--- src/rtl/instr_mem_dp.sv ---
// instr_mem_dp: dual-port instruction memory.
//   Fetch port (f_*): 1-cycle read latency, reports misaligned/out-of-range
//   addresses through f_err with f_dout forced to zero.
//   Load port (w_*): byte-enabled write, rejected addresses flagged on w_err
//   for one cycle.
//   After reset release, an optional clear engine zeroes every word, one per
//   cycle, while busy is high; all requests are ignored during that time.
// Ports:
//   clk, rst_n        clock, asynchronous active-low reset
//   f_en, f_addr      fetch request and byte address
//   f_dout, f_valid,  fetched word, result valid, bad-address flag
//   f_err
//   w_en, w_be,       write request, byte enables, byte address, data
//   w_addr, w_di
//   w_err             registered write-reject flag
//   busy              clear in progress
module instr_mem_dp #(
    parameter int INSTR_WIDTH    = 32,
    parameter int ADDR_WIDTH     = 32,
    parameter int DEPTH          = 64,
    parameter int BYPASS         = 1,
    parameter int CLEAR_ON_RESET = 1
) (
    input  logic                     clk,
    input  logic                     rst_n,
    input  logic                     f_en,
    input  logic [ADDR_WIDTH-1:0]    f_addr,
    output logic [INSTR_WIDTH-1:0]   f_dout,
    output logic                     f_valid,
    output logic                     f_err,
    input  logic                     w_en,
    input  logic [INSTR_WIDTH/8-1:0] w_be,
    input  logic [ADDR_WIDTH-1:0]    w_addr,
    input  logic [INSTR_WIDTH-1:0]   w_di,
    output logic                     w_err,
    output logic                     busy
);
    localparam int NB = INSTR_WIDTH / 8;
    localparam int IW = (DEPTH > 1) ? $clog2(DEPTH) : 1;

    localparam logic [0:0] ST_IDLE  = 1'b0;
    localparam logic [0:0] ST_CLEAR = 1'b1;

    logic [0:0]             state;
    logic [IW-1:0]          clr_cnt;
    logic [INSTR_WIDTH-1:0] mem [DEPTH];

    // Full-width range compare: any set upper address bit makes the access
    // bad, so a large address never aliases onto a low word.
    function automatic logic addr_ok(input logic [ADDR_WIDTH-1:0] a);
        return (a[1:0] == 2'b00) && ((a >> 2) < ADDR_WIDTH'(DEPTH));
    endfunction

    logic                   f_ok, w_ok, f_acc, w_acc, w_do;
    logic [IW-1:0]          f_idx, w_idx;
    logic [INSTR_WIDTH-1:0] wmask, f_old, f_rdata;

    assign busy  = (state == ST_CLEAR);
    assign f_ok  = addr_ok(f_addr);
    assign w_ok  = addr_ok(w_addr);
    assign f_idx = f_addr[IW+1:2];
    assign w_idx = w_addr[IW+1:2];
    assign f_acc = f_en && !busy;
    assign w_acc = w_en && !busy;
    assign w_do  = w_acc && w_ok;

    always_comb begin
        wmask = '0;
        for (int k = 0; k < NB; k++)
            wmask[8*k +: 8] = {8{w_be[k]}};
    end

    // Read-during-write: with bypass the fetch sees the post-write word,
    // built by merging the enabled bytes of w_di into the stored word.
    assign f_old   = mem[f_idx];
    assign f_rdata = (BYPASS != 0 && w_do && (w_idx == f_idx))
                     ? ((f_old & ~wmask) | (w_di & wmask))
                     : f_old;

    always_ff @(posedge clk or negedge rst_n) begin
        if (!rst_n) begin
            state   <= (CLEAR_ON_RESET != 0) ? ST_CLEAR : ST_IDLE;
            clr_cnt <= '0;
            f_dout  <= '0;
            f_valid <= 1'b0;
            f_err   <= 1'b0;
            w_err   <= 1'b0;
        end else begin
            f_valid <= f_acc;
            f_err   <= f_acc && !f_ok;
            w_err   <= w_acc && !w_ok;
            if (f_acc)
                f_dout <= f_ok ? f_rdata : '0;
            if (state == ST_CLEAR) begin
                clr_cnt <= clr_cnt + 1'b1;
                if (clr_cnt == IW'(DEPTH - 1))
                    state <= ST_IDLE;
            end
        end
    end

    // Storage has no reset; the clear engine owns the write port while busy.
    always_ff @(posedge clk) begin
        if (busy)
            mem[clr_cnt] <= '0;
        else if (w_do)
            mem[w_idx] <= (mem[w_idx] & ~wmask) | (w_di & wmask);
    end

endmodule

--- config.mk ---
export PLATFORM = sky130hd
export DESIGN_NAME = instr_mem_dp
export DESIGN_NICKNAME = d
export VERILOG_FILES = /design/src/rtl/instr_mem_dp.sv
export SDC_FILE = /design/constraint.sdc
export NUM_CORES = 2
export LEC_CHECK = 0
export BUFFER_PORTS_ARGS = -buffer_cell sky130_fd_sc_hd__buf_2
export CORE_MARGIN = 2
export CORE_UTILIZATION = 56
export DETAILED_ROUTE_END_ITERATION = 10
export PLACE_DENSITY = 0.7
export SYNTH_ARGS = -nofsm -noshare
export SYNTH_HDL_FRONTEND = slang
export SYNTH_SLANG_ARGS = --single-unit
--- constraint.sdc ---
create_clock -name clk -period 9.1 [get_ports clk]
set_clock_uncertainty 0.1 [all_clocks]
set_input_delay 0.91 -clock clk [delete_from_list [all_inputs] [get_ports clk]]
set_output_delay 0.91 -clock clk [all_outputs]
set_load 0.01 [all_outputs]
==> metrics <==
most frequent cells after synthesis edfxtp_1 (2,048), mux4_2 (784), mux2i_1 (589); largest net degree at the start of global routing 101; worst r2r path cells 8; Max-cap violations 1; YS warnings 0; clock insertion delay at the later pin of the skew report 0.91 ns; Die Span Y 424 um; cell type of the slowest stage on the worst timing path nor2_4; Crit Path Max Fanout 30; CTS tree done; clk slew on worst S/H paths 0.06 ns; Area contributors post-synth edfxtp_1 (62%), mux4_2 (18%), mux2i_1 (6.0%); Hold Path Class input port to flop; Tot Pwr 0.0203 W; gr busiest metal met2; nets roughly 5,600; Synth cell types 94; Synth async-reset ratio 0.0201; RSZ-0062 raised after global routing false; routed wire length 354,000 um; most frequent cell after synthesis edfxtp_1; initial antenna violation count 26; area delta synth->final 10.4%; pwr/cell area 186 mW/mm^2; Post-route DRC 0; Critical Path RT 9.50 ns; M2 GR Usage 0.562; crit start category flop; Seq/Total Area, Yosys 0.633; vias per cell 7.89; Final Cycle Share 0.559; CP Capture Type flop; Post-synth EDFFs about 2,000; CP Cell Sequence inv_1, nand2_1, or4_4, buf_4, a31oi_1, or2_1, nor2_4, buf_4; DR vias 63,300; TNS Setup 0 ns; WHS 0.181 ns; Final Wtd Congestion 0.971; Largest stage delay, worst path 0.79 ns; H-tree depth 4; CTS Buf Count 207; core area roughly 0.18 mm^2; Mean Syn Cell Area roughly 18 um^2; Leak Pwr ~37 nW; hold_buf cts 1; Clock Sinks 2,090; Yosys top cell by area edfxtp_1; min Tclk post-route 5.09 ns; die area approximately 0.18 mm^2; HP Start w_di[29]; root buffer cell clkbuf_16; Slew headroom -0.156; r2r setup slk 4.01 ns; failing checks capacitance limit, slew limit; Final WS setup between 4 and 5 ns; Yosys top cell area share 0.622; Routed WL per cell 44.1 um; Antenna Nets Post-Route 0; post_cts resized 0; type of the worst setup path flop to flop; chip width 424 um; met1 usage 0.513; result of the run finished, violations left; FILL cells 12,300; Cells on Worst Hold Path 3; Max Root-Sink Buffers 3; DPL Wire Length around 210,000 um; gr usage total 0.392; Post-Syn Nets 5,462; total grt overflow 0; number of setup buffers added after CTS 0; drt pass-1 iters 6; RR Endpoint mem[59][29]$_DFFE_PP_; vias in the first global route 61,100; final hold violation count 0; Top Ports 140; PortBufs 139; share of cells above drive strength 1 0.285; worst slew pin tran 1.73 ns; row count 154; Post-Synthesis Cells 5,357; global-route wire length before repair between 400,000 and 500,000 um; # setup viols final 0; CP dominant cell by count buf_4; Post-Syn Area between 0.09 and 0.1 mm^2; Synth Flop Type edfxtp_1; CP arrival ~5.5 ns; dpl ws about 3.4 ns; Crit Reg-Reg Startpoint busy$_DFF_PN1_; Max Slew Vio Count 6; Peak Freq slightly below 200 MHz; initial core utilization 0.562; drt initial violations approximately 12,000; met3 global-route usage 0.148; FF+latch count, synth ~2,100; Peak VDD IR 225 uV; Worst Hold End f_dout[29]$_DFFE_PN0P_
worst max-delay path by stage:
stage / startpoint / to / slack [ns] / depth (start not counted)
3_3_place_gp: w_addr[3] / mem[13][1]$_DFFE_PP_ / 3.45 / 10
5_1_grt: w_addr[3] / mem[33][20]$_DFFE_PP_ / 4.11 / 9
4_1_cts: busy$_DFF_PN1_ / mem[59][29]$_DFFE_PP_ / 4.37 / 8
2_1_floorplan: w_addr[2] / mem[0][5]$_DFFE_PP_ / 1.73 / 11
6_report: busy$_DFF_PN1_ / mem[59][29]$_DFFE_PP_ / 4.01 / 8
3_5_place_dp: w_addr[3] / mem[14][1]$_DFFE_PP_ / 3.42 / 10
kinds of logic (layout without fill, tap and decap cells):
logic type,after synthesis,after routing,synth area share
simple gates,508,508,0.0248
buf+inv,451,769,0.0299
other cells,0,9,0
xor+xnor,11,11,0.000975
fa+ha+maj,1,1,0.000127
compound gates,889,889,0.0657
flops,2090,2090,0.633
mux,1407,1407,0.246
final cells by class:
type / instances / area [um^2] / share of cell area
flip-flops and latches: 2090 / 62600 / 0.573
multi-input cells: 2816 / 34300 / 0.314
clock buffers: 245 / 5380 / 0.0493
well taps: 2340 / 2930 / 0.0268
repair buffers: 362 / 2670 / 0.0245
clock inverters: 145 / 1260 / 0.0116
inverters: 17 / 81.3 / 0.000745
diodes: 9 / 22.5 / 0.000206
per-stage QoR:
step | util | cells | area, um^2
after global placement | 0.583 | 7623 | 102000
after global routing | 0.621 | 8015 | 109000
after floorplan | - | 5357 | 98800
final | 0.621 | 8024 | 109000
after CTS | 0.621 | 8014 | 109000
after detailed placement | 0.583 | 7623 | 102000
flip-flops by register name, summed over array words and instances (netlist names):
| register | flops |
|---|---|
| f_valid | 1 |
| clr_cnt | 6 |
| f_err | 1 |
| w_err | 1 |
| f_dout | 32 |
| mem | 2048 |
| busy | 1 |
layout by cell type (no fill, tap or decap), types with 25 or more instances in the layout:
master        n
mux2i_1     589
buf_4       207
buf_2       128
a221o_1      61
clkbuf_1     33
nand2_1     138
nor2_4       72
dfrtp_1      41
a21oi_1     116
clkbuf_16   208
nand2b_1     28
clkinv_2     52
clkinv_1     59
a221oi_1    193
nor2_1       63
o21ai_0     170
edfxtp_1   2048
mux4_2      784
nand3_1      40
nor3_1       58
o22ai_1      25
a22oi_1     102
a211oi_1     26
report_power, final:
group,switching [W],internal [W]
Sequential,0.000000144,0.0104
Clock,0.00386,0.00462
Combinational,0.000952,0.000484
worst max-delay path: cells and delay by family, from the launching register on:
family                 cells  cell delay, ns
and+or+nand+nor            4            1.73
buffers and inverters      3            1.68
DFF                        1            0.75
AOI/OAI and AO/OA          1            0.37
metal layers:
| metal | wire, um | part of all wire | vias to the layer above |
|---|---|---|---|
| met3 | 58800 | 0.17 | 1398 |
| met1 | 115000 | 0.33 | 32400 |
| met2 | 152000 | 0.43 | 6086 |
| li1 | - | - | 23300 |
| met5 | 244 | 0.00069 | - |
| met4 | 27100 | 0.077 | 26 |
Power figures use the tool's default switching activity.
